## src/rtl/mem_access_ctrl.sv

```systemverilog
// mem_access_ctrl: round-robin IF/DM arbiter and multi-cycle sequencer for the shared 512x8 RAM.
module mem_access_ctrl #(
   parameter int WAIT_CYCLES    = 2,
   parameter int TIMEOUT_CYCLES = 16
) (
   input  logic        CLK,
   input  logic        CLR,
   input  logic        IF_REQ,
   input  logic [8:0]  IF_ADDR,
   output logic        IF_ACK,
   output logic [31:0] IF_DATA,
   output logic        IF_FAULT,
   input  logic        DM_REQ,
   input  logic        DM_RW,
   input  logic [1:0]  DM_MAS,
   input  logic        DM_SIGNED,
   input  logic [8:0]  DM_ADDR,
   input  logic [31:0] DM_WDATA,
   output logic        DM_ACK,
   output logic [31:0] DM_RDATA,
   output logic        DM_FAULT,
   output logic        RAM_EN,
   output logic        RAM_RW,
   output logic [1:0]  RAM_MAS,
   output logic [8:0]  RAM_ADDR,
   output logic [31:0] RAM_WDATA,
   input  logic [31:0] RAM_RDATA,
   input  logic        RAM_DONE,
   output logic        BUSY
);
   localparam logic [1:0] S_IDLE   = 2'd0;
   localparam logic [1:0] S_ACCESS = 2'd1;
   localparam logic [1:0] S_RESP   = 2'd2;
   localparam logic [7:0] WAIT_M1  = 8'(WAIT_CYCLES - 1);
   localparam logic [7:0] TMO_M1   = 8'(TIMEOUT_CYCLES - 1);

   logic [1:0]  state_q, state_d;
   logic [7:0]  cnt_q, cnt_d;
   logic        gnt_dm_q;
   logic        rw_q, signed_q, fault_q;
   logic [1:0]  mas_q;
   logic [8:0]  addr_q;
   logic [31:0] wdata_q, if_data_q, dm_rdata_q;
   logic        req_any, pick_dm, misal, done_ok, tmo;
   logic [1:0]  sel_mas;
   logic [8:0]  sel_addr;
   logic [31:0] rd_fmt;

   // gnt_dm_q doubles as the last-grant marker for round-robin
   assign req_any  = IF_REQ | DM_REQ;
   assign pick_dm  = DM_REQ & (~IF_REQ | ~gnt_dm_q);
   assign sel_mas  = pick_dm ? DM_MAS : 2'b10;
   assign sel_addr = pick_dm ? DM_ADDR : IF_ADDR;
   assign misal    = (sel_mas == 2'b11) | (sel_mas == 2'b01 & sel_addr[0]) | (sel_mas == 2'b10 & |sel_addr[1:0]);
   assign done_ok  = (cnt_q >= WAIT_M1) & RAM_DONE;
   assign tmo      = cnt_q == TMO_M1;
   assign rd_fmt   = mas_q == 2'b00 ? {{24{signed_q & RAM_RDATA[7]}}, RAM_RDATA[7:0]} :
                     mas_q == 2'b01 ? {{16{signed_q & RAM_RDATA[15]}}, RAM_RDATA[15:0]} : RAM_RDATA;

   always_comb begin
      state_d = state_q;
      cnt_d   = 8'd0;
      if (state_q == S_IDLE && req_any) state_d = misal ? S_RESP : S_ACCESS;
      if (state_q == S_ACCESS) begin
         cnt_d   = cnt_q + 8'd1;
         state_d = (done_ok | tmo) ? S_RESP : S_ACCESS;
      end
      if (state_q == S_RESP) state_d = S_IDLE;
   end

   always_ff @(posedge CLK or posedge CLR) begin
      if (CLR) begin
         state_q    <= S_IDLE;
         cnt_q      <= 8'd0;
         gnt_dm_q   <= 1'b1;
         rw_q       <= 1'b0;
         signed_q   <= 1'b0;
         fault_q    <= 1'b0;
         mas_q      <= 2'b00;
         addr_q     <= 9'd0;
         wdata_q    <= 32'd0;
         if_data_q  <= 32'd0;
         dm_rdata_q <= 32'd0;
      end else begin
         state_q <= state_d;
         cnt_q   <= cnt_d;
         if (state_q == S_IDLE && req_any) begin
            gnt_dm_q <= pick_dm;
            rw_q     <= pick_dm ? DM_RW : 1'b1;
            mas_q    <= sel_mas;
            signed_q <= pick_dm & DM_SIGNED;
            addr_q   <= sel_addr;
            wdata_q  <= pick_dm ? DM_WDATA : 32'd0;
            fault_q  <= misal;
         end
         // completion wins over timeout when both land on the same cycle
         if (state_q == S_ACCESS) begin
            if (done_ok) begin
               if (!gnt_dm_q) if_data_q <= RAM_RDATA;
               else if (rw_q) dm_rdata_q <= rd_fmt;
            end else if (tmo) fault_q <= 1'b1;
         end
      end
   end

   assign IF_ACK    = (state_q == S_RESP) & ~gnt_dm_q;
   assign DM_ACK    = (state_q == S_RESP) & gnt_dm_q;
   assign IF_FAULT  = IF_ACK & fault_q;
   assign DM_FAULT  = DM_ACK & fault_q;
   assign IF_DATA   = if_data_q;
   assign DM_RDATA  = dm_rdata_q;
   assign RAM_EN    = state_q == S_ACCESS;
   assign RAM_RW    = rw_q;
   assign RAM_MAS   = mas_q;
   assign RAM_ADDR  = addr_q;
   assign RAM_WDATA = wdata_q;
   assign BUSY      = state_q != S_IDLE;
endmodule

```

## config.mk

```make
export PLATFORM = sky130hd
export DESIGN_NAME = mem_access_ctrl
export DESIGN_NICKNAME = d
export VERILOG_FILES = /design/src/rtl/mem_access_ctrl.sv
export SDC_FILE = /design/constraint.sdc
export NUM_CORES = 1
export LEC_CHECK = 0
export CAP_MARGIN = 25
export CORE_MARGIN = 3
export CORE_UTILIZATION = 45
export CTS_CLUSTER_DIAMETER = 120
export CTS_CLUSTER_SIZE = 30
export DETAILED_ROUTE_END_ITERATION = 7
export GPL_TIMING_DRIVEN = 0
export PLACE_DENSITY = 0.94
export SETUP_SLACK_MARGIN = 0.02
export SYNTH_ARGS = -nofsm -noshare
export SYNTH_HDL_FRONTEND = slang
export SYNTH_SLANG_ARGS = --single-unit
export TNS_END_PERCENT = 1
```

## constraint.sdc

```tcl
create_clock -name CLK -period 10.34 [get_ports CLK]
set_input_delay 2.068 -clock CLK [delete_from_list [all_inputs] [get_ports CLK]]
set_output_delay 2.068 -clock CLK [all_outputs]
set_load 0.1 [all_outputs]
```

==> reports/metrics.cfg <==
[logic_synthesis]
synth_area_leaders = dfrtp_1 (59%), mux2_4 (8.9%), a22o_1 (5.9%)
synth_fp_nets = 486
synth.top_cell.area_share_pct = 59.4
ys_seq_elements = 121
synth-warning-count = 0
syn-cell-area_sq_um = 5060
synth_cells = 392
ys_async_sr_fraction_pct = 100
synth_area_per_cell_sq_um = 12.9
synth-seq-area-share_pct = 59.9
synth_cell_type_count = 46
synth_edf_count = 0
synthFlopType = dfrtp_1
synth_top_cell_by_area = dfrtp_1

[critical_path]
cp_max_fo = 6
r2r-end = DM_RDATA[17]
crit_chain = and3b_1, and2_1, clkdlybuf4s50_1
path_class = flip-flop to primary output
cp-endpoint = DM_FAULT
crit_buf_inv = 1
max_stage_delay_ns = 1.13
worst_ep_required_time_ns = 8.27
rrSetupSlack_ns = 8.21
endpoint_kind = primary output
r2r.worst_path.cells = 8
arrival_ns = 2.59
critPathLaunchType = flip-flop
slowest_stage = clkdlybuf4s50_1
crit_family = buffers and inverters
startpoint = gnt_dm_q
r2r_start = cnt_q[0]
path_depth = 3

[grt]
first_global_vias = 4440
antenna_found_initial = 0
grt_pass1_wl_mm = 22.4
grt_overflow_total = 0
grt_use_total_pct = 22.2
grt_max_degree = 62

[detailed_routing]
vias = 4064
dr.pass1.iters = 4
drcViolationCount = 0
first_iter_violations = 253
routed_wl_mm = 13.7
ant_nets = 0
viasPerCell = 5.28
wl_per_cell_um = 17.8

[timing]
setup_tns_ns = 0
rsz0062_at_grt = false
hold_viol = 0
fin_skew_ns = 0.00767
fmax_mhz = 215
fin_crit_ns = 4.65
worst-slew-pin-transition_ns = 1.02
period_share_pct = 45.0
drv_slew = 0
setup_violations = 0
slew_headroom_pct = 31.7
setup_ws_ns = 5.69

[floorplan]
start_util_pct = 46.4
fp.dieW_um = 112
io_pins = 205
rows = 38
core_area_sq_um = 10900
dieArea_sq_um = 12500
die_y_um = 112

[cts]
cts_made_buffers = 17
clkSlewWorstSetupHoldPaths_ns = 0.06
cts_setup_buffers = 0
cts_tree = yes
clockBufferDepth = 2
cts_resized = 0
ctsRootBufferMaster = clkbuf_8
clk_latency_ns = 0.51
cts_htree_levels = 4
hold_buffers = 0
clock-sinks = 121

[layout]
area_growth_pct = 55.8
num_antenna_cells = 0
final_common_cell = clkdlybuf4s50_1
seqCellArea_sq_um = 3030
postLayoutCoreUtil_pct = 72.4
nets = 710
multi_input_area_sq_um = 1840
layout-drive-gt1-share_pct = 14.1
layout_common_cells = clkdlybuf4s50_1 (204), dfrtp_1 (120), nor2_1 (35)
nFillCells = 743

[place]
gp_congestion = 0.835
place_hpwl_mm = 10.3
port_buffers = 204
place_ws_ns = 6.18

[run]
drv_cap = 0

[outcome]
status = finished clean

[min_path]
hp-class = flip-flop to flip-flop

[flip-flops by register name, summed over array words and instances, names as in the netlist]
name and count:
fault_q 1, state_q 2, RAM_RW 1, RAM_MAS 2, signed_q 1, RAM_WDATA 32
RAM_ADDR 9, IF_DATA 32, gnt_dm_q 1, cnt_q 8, DM_RDATA 32
[worst reg2reg max path, stage by stage (launching register included)]
cell and delay (ns):
dfrtp_1 0.40, inv_1 0.06, ha_1 0.20, nor4b_1 0.17, a2111oi_2 0.46, buf_2 0.34, buf_4 0.23, nor2_1 0.07
a21oi_1 0.12
[Yosys cell counts (2+ instances only)]
library cell and n:
o21ai_0 18, buf_4 2, inv_1 6, mux2_4 30
buf_2 5, xor2_1 2, nor2_1 35, o22a_1 2
a31oi_1 8, nand3_1 5, nand2b_1 2, and3_1 2
ha_1 3, buf_12 3, nand2_1 17, mux2i_1 10
and2_1 4, xnor2_1 3, a21oi_1 34, a22o_1 34
mux2_2 10, clkbuf_1 14, dfrtp_1 120
[layer usage]
metal  up-vias  wire length, um  track usage, %  share of wire, %
met4         0              228            6.33               1.7
met3        23              867            5.34               6.3
met2       178             7120            38.9                52
li1       1859                -               -                 -
met5         -                0               0                 0
met1      2004             5500            27.5                40
[cell families after synthesis]
group	count (synthesis)	synth area share, %
compound gates	106	14.2
xor+xnor	5	0.866
fa+ha+maj	3	0.742
buf+inv	31	3.74
flops	121	59.9
mux	50	13.1
simple gates	76	7.45
[stage by stage]
stage	hold slack, ns	cell area [sq um]	instances
global placement	0.466	7270	736
global route	0.514	7880	769
detailed placement	0.473	7300	737
finish	0.481	7880	769
CTS	0.485	7880	769
floorplan	0.468	5060	392
[layout make-up]
type                            instances  area share (%)
Buffer                                 25            2.11
Sequential cell                       121            38.4
Inverter                                6           0.318
Clock buffer                           25            6.15
Multi-Input combinational cell        240            23.3
Timing Repair Buffer                  205            26.3
Clock inverter                          7            1.14
Tap cell                              140            2.22
[how the worst min path moves through the flow]
stage	end	startpoint	cells after the start
5_1_grt	RAM_ADDR[1]	RAM_ADDR[1]	2
4_1_cts	RAM_ADDR[7]	RAM_ADDR[7]	2
3_3_place_gp	RAM_ADDR[5]	RAM_ADDR[5]	2
2_1_floorplan	cnt_q[0]	cnt_q[0]	1
6_report	RAM_ADDR[1]	RAM_ADDR[1]	2
3_5_place_dp	RAM_ADDR[7]	RAM_ADDR[7]	2
Power is not shown: default switching activity piles up to over one toggle a cycle in this logic, so the estimate is an artifact.
==> patch 1 (same flow settings) <==
Put a register stage on the outputs `IF_FAULT` and `DM_FAULT`. The values now appear one clock later. The other outputs are not delayed to match.
--- a/src/rtl/mem_access_ctrl.sv
+++ b/src/rtl/mem_access_ctrl.sv
@@ -105,8 +105,10 @@
 
    assign IF_ACK    = (state_q == S_RESP) & ~gnt_dm_q;
    assign DM_ACK    = (state_q == S_RESP) & gnt_dm_q;
-   assign IF_FAULT  = IF_ACK & fault_q;
-   assign DM_FAULT  = DM_ACK & fault_q;
+   always_ff @(posedge CLK) begin
+      IF_FAULT <= IF_ACK & fault_q;
+      DM_FAULT <= DM_ACK & fault_q;
+   end
    assign IF_DATA   = if_data_q;
    assign DM_RDATA  = dm_rdata_q;
    assign RAM_EN    = state_q == S_ACCESS;
Formal check against the unedited RTL: not equivalent (a bounded check fails within 4 cycles, from zero or initial values).
==> patch 1 against the original RTL <==
- maximum frequency is 2.7% higher
- synthesized area rose by 0.79%
- cell area rose by 0.44%
- register-to-register slack got worse by 0.09 ns
- hold slack got worse by 0.00068 ns
- count of clock-buffer cells in the layout fell by 3
- utilization is essentially flat
- setup slack improved by 0.12 ns
- via count shrank 0.49%
- sequential cell count is 2 higher
- routed wire length rose by 3.7%
Power is left out: the tool's default activity adds up to more than one toggle a clock period on the data nets, which glitch-free logic cannot reach.
==> patch 1: results (changes against the original RTL) <==
Placement
  – Final RePlAce weighted congestion: 0.799 (-4.3%)
  – HPWL Detailed: 10.5 mm (+1.8%)
  – DP Worst Slack: 6.21 ns (+0.0302 ns)
  – Placed inst area: 0.00734 mm2 (+0.55%)
  – Cells after DPL: 739 (+0.27%)

Global routing
  – Vias in the first global route: 4423 (-0.38%)
  – M1 GR Usage: 0.283 (+0.00798)
  – GR Util met2: 0.413 (+0.0243)
  – Global-route wire length before repair: 23.5 mm (+4.9%)
  – Total GRT Usage: 0.237 (+0.0153)
  – GR Layer Usage met3: 0.0674 (+0.0140)

Detailed routing
  – Met3 Wirelength: 878 um (+1.3%)
  – DRT met1 WL: 5.56 mm (+1.2%)
  – 1st-iter DRT viols: 252 (-0.40%)
  – Via density: 5.25 (-0.62%)
  – Routed wire length on met2: 7.48 mm (+5.1%)

Synth
  – Compound-Gate Fraction of Synth Area: 0.141 (-0.00112)
  – Yosys cell types: 47 (+2.2%)
  – Post-synthesis net count: 488 (+0.41%)
  – Post-Synth XOR/XNOR Area: 0.00859 (-0.0000680)
  – Share of the yosys chip area belonging to registers: 0.602 (+0.00315)
  – Main area contributors after synthesis: dfrtp_1 (59%), mux2_4 (8.8%), a22o_1 (5.8%)
  – Async SR Flop Fraction: 0.984 (-0.0163)
  – Adder-cell share of the synthesized area: 0.00736 (-0.0000583)
  – Mux cell area share after synthesis: 0.130 (-0.00103)
  – Syn Area/Cell: 12.9 um2 (+0.28%)

Worst setup path
  – Reg2reg end: DM_RDATA[20]
  – CP startpoint: state_q[1]
  – CP peak stage delay: 1.16 ns (+0.03 ns)
  – Worst EP arrival: 2.46 ns (-0.13 ns)
  – Worst reg2reg setup slack: 8.12 ns (-0.09 ns)
  – CP Capture Point: RAM_EN
  – CP Max Fanout: 10 (+4)

Finish
  – Non-filler cells, final: 770 (+0.13%)
  – Post-layout nets: 712 (+0.28%)
  – Share of layout cells above drive strength 1: 0.143 (+0.00136)

STA
  – Tcrit/Tclk final: 0.438 (-0.0117)
  – Worst Skew: 0.00751 ns (-0.000162 ns)

CTS
  – Clk_lat worst skew: 0.41 ns (-0.10 ns)
  – CTS Root Cell: clkbuf_16

Run status
  – Status: completed
patch 1: cell count changes after synthesis, sizes merged:
cell / delta
dfxtp: +2
patch 1: area by class of cell:
class                   instances  area [um2]
plain buffers                  25         166
clock buffers                  22         474
clock inverters                 9        95.1
fillers                       746        3020
inverters                       6        25.0
multi-input cells             240        1840
flip-flops and latches        123        3070
well taps                     140         175
repair buffers                205        2070
patch 1: worst min path at each step:
stage                 from          end  slack [ns]  cells past startpoint
3_5_place_dp   RAM_ADDR[1]  RAM_ADDR[1]        0.47                      2
5_1_grt        RAM_ADDR[1]  RAM_ADDR[1]        0.50                      2
6_report       RAM_ADDR[1]  RAM_ADDR[1]        0.48                      2
2_1_floorplan      fault_q     DM_FAULT        0.45                      1
4_1_cts        RAM_ADDR[1]  RAM_ADDR[1]        0.48                      2
3_3_place_gp   RAM_ADDR[6]  RAM_ADDR[6]        0.46                      2
==> patch 2 (config.mk and constraints unchanged) <==
Without the edit above. Change the parameter `TIMEOUT_CYCLES` from 16 to 8.
--- a/src/rtl/mem_access_ctrl.sv
+++ b/src/rtl/mem_access_ctrl.sv
@@ -1,7 +1,7 @@
 // mem_access_ctrl: round-robin IF/DM arbiter and multi-cycle sequencer for the shared 512x8 RAM.
 module mem_access_ctrl #(
    parameter int WAIT_CYCLES    = 2,
-   parameter int TIMEOUT_CYCLES = 16
+   parameter int TIMEOUT_CYCLES = 8
 ) (
    input  logic        CLK,
    input  logic        CLR,
Function: changed (a bounded check fails within 10 cycles, from zero or initial values).
==> patch 2 against the original RTL <==
- non-clock buffer count is 1 higher
- hold slack better by 0.0078 ns
- largest cell class unchanged
- die area is 0.61% lower
- sequential cell count stayed put
- routed wire length is 2.3% higher
- sequential share of layout area is 0.44 points higher
- critical path type unchanged
- first-iteration DRC count is 23% lower
- setup slack better by 0.016 ns
- cell area is 1.1% lower
- synthesized area is 0.64% lower
Power is not shown: default switching activity piles up to over one toggle a cycle in this logic, so the estimate is an artifact.
==> patch 2: results (changes against the original RTL) <==
Synth
  – Mux cell area share after synthesis: 0.132 (+0.000849)
  – Share of the yosys chip area belonging to registers: 0.603 (+0.00388)
  – Post-synth top cells: dfrtp_1 (120), nor2_1 (38), a22o_1 (34), a21oi_1 (33), mux2_4 (30)
  – Adder-cell share of the synthesized area: 0.00747 (+0.0000481)
  – Post-synthesis net count: 483 (-0.62%)
  – Syn Area/Cell: 12.9 um2 (+0.12%)
  – Main area contributors after synthesis: dfrtp_1 (60%), mux2_4 (9.0%), a22o_1 (5.9%)
  – Post-Synth XOR/XNOR Area: 0.0105 (+0.00180)
  – Yosys cell types: 44 (-4.3%)
  – Synth warn: 0 (unchanged)
  – Async SR Flop Fraction: 1.00 (unchanged)
  – Compound-Gate Fraction of Synth Area: 0.138 (-0.00431)

Global routing
  – Total GRT Usage: 0.234 (+0.0123)
  – Global-route wire length before repair: 23.2 mm (+3.6%)
  – Antenna violations before repair: 0 (unchanged)
  – Largest net degree at the start of global routing: 63 (+1.6%)
  – Vias in the first global route: 4429 (-0.25%)

Finish
  – Share of layout cells above drive strength 1: 0.144 (+0.00297)
  – Fill cells: 700 (-5.8%)
  – # diodes: 0 (unchanged)
  – Post-layout nets: 707 (-0.42%)

Detailed routing
  – Via density: 5.33 (+0.82%)
  – Wirelength per Cell: 18.5 um (+3.7%)
  – 1st-iter DRT viols: 195 (-23%)
  – Router iterations before antenna repair: 5 (+1)
  – Post-Route WL: 14.0 mm (+2.3%)

Min path
  – Worst hold path type: reg -> reg

Placement
  – Final RePlAce weighted congestion: 0.855 (+2.4%)
  – Cells after DPL: 730 (-0.95%)
  – HPWL Detailed: 10.5 mm (+1.7%)
  – DP Worst Slack: 6.19 ns (+0.0158 ns)
  – Port-buffer cells: 204 (unchanged)

CTS
  – Post-CTS setup buffers: 0 (unchanged)
  – Clock transition at the registers of the reported paths: 0.06 ns (about the same)
  – H-tree Lvls: 4 (unchanged)
  – Post-CTS sizing: 0 (unchanged)
  – Number of CTS-inserted buffers: 17 (unchanged)
  – CTS Root Cell: clkbuf_8
  – Clk_lat worst skew: 0.51 ns (about the same)
  – Clock Tree Buf Depth: 2 (unchanged)

Run status
  – Status: completed

Worst setup path
  – CP Max Fanout: 6 (unchanged)
  – Worst EP arrival: 2.57 ns (-0.02 ns)

STA
  – Final Hold Fails: 0 (unchanged)
  – Worst Skew: 0.00884 ns (+0.00117 ns)
  – Slew @ Worst Pin: 1.03 ns (+0.0118 ns)
==> patch 2: cell count changes in the layout (fill, tap and decap cells not counted), moves of 2 or more <==
cell	delta
nand2_1	-5
buf_4	-2
buf_2	+2
xor2_1	+2
clkbuf_8	-2
clkbuf_1	-3
clkinv_2	+2
nor2_1	+3
==> patch 2: path summary, 6_finish.rpt <==
kind | from | slack (ns) | cells after the start | to
worst max-delay path | gnt_dm_q | 5.70 | 3 | DM_FAULT
worst min-delay path | RAM_ADDR[3] | 0.49 | 2 | RAM_ADDR[3]
worst max register to register | cnt_q[0] | 8.17 | 8 | IF_DATA[14]
worst min register to register | RAM_ADDR[3] | 0.49 | 2 | RAM_ADDR[3]
max in group asynchronous | CLR | 7.50 | 3 | gnt_dm_q
min in group asynchronous | CLR | 2.05 | 2 | IF_DATA[14]
==> patch 2: critical path: stages, from the launching register on <==
cell and delay, ns:
dfstp_2 0.57, and3_1 0.22, and2_1 0.14, clkdlybuf4s50_1 1.13
==> patch 2: per-layer routing <==
layer  up-vias  part of all wire  track usage
li1       1844                 -            -
met1      1986              0.40        0.284
met2       193              0.50        0.392
met3        21             0.074       0.0701
met4         0             0.019       0.0925
met5         -                 0            0
==> patch 2: cell type report <==
| cell class | instances | area share |
|---|---|---|
| clock inverter | 9 | 0.00996 |
| tap | 136 | 0.0218 |
| sequential | 121 | 0.389 |
| timing repair buffer | 205 | 0.266 |
| buffer | 26 | 0.0222 |
| inverter | 6 | 0.00321 |
| clock buffer | 20 | 0.0572 |
| multi-input combinational | 236 | 0.231 |
==> patch 2: metrics by stage <==
stage / util / cell area (um2)
finish: 0.735 / 7790
CTS: 0.735 / 7790
global route: 0.735 / 7790
detailed placement: 0.685 / 7270
floorplan: - / 5020
global placement: 0.683 / 7240
==> patch 2: cell families after synthesis <==
| family | after synthesis |
|---|---|
| flops | 121 |
| compound gates | 104 |
| xor+xnor | 6 |
| simple gates | 73 |
| buf+inv | 32 |
| mux | 50 |
| fa+ha+maj | 3 |
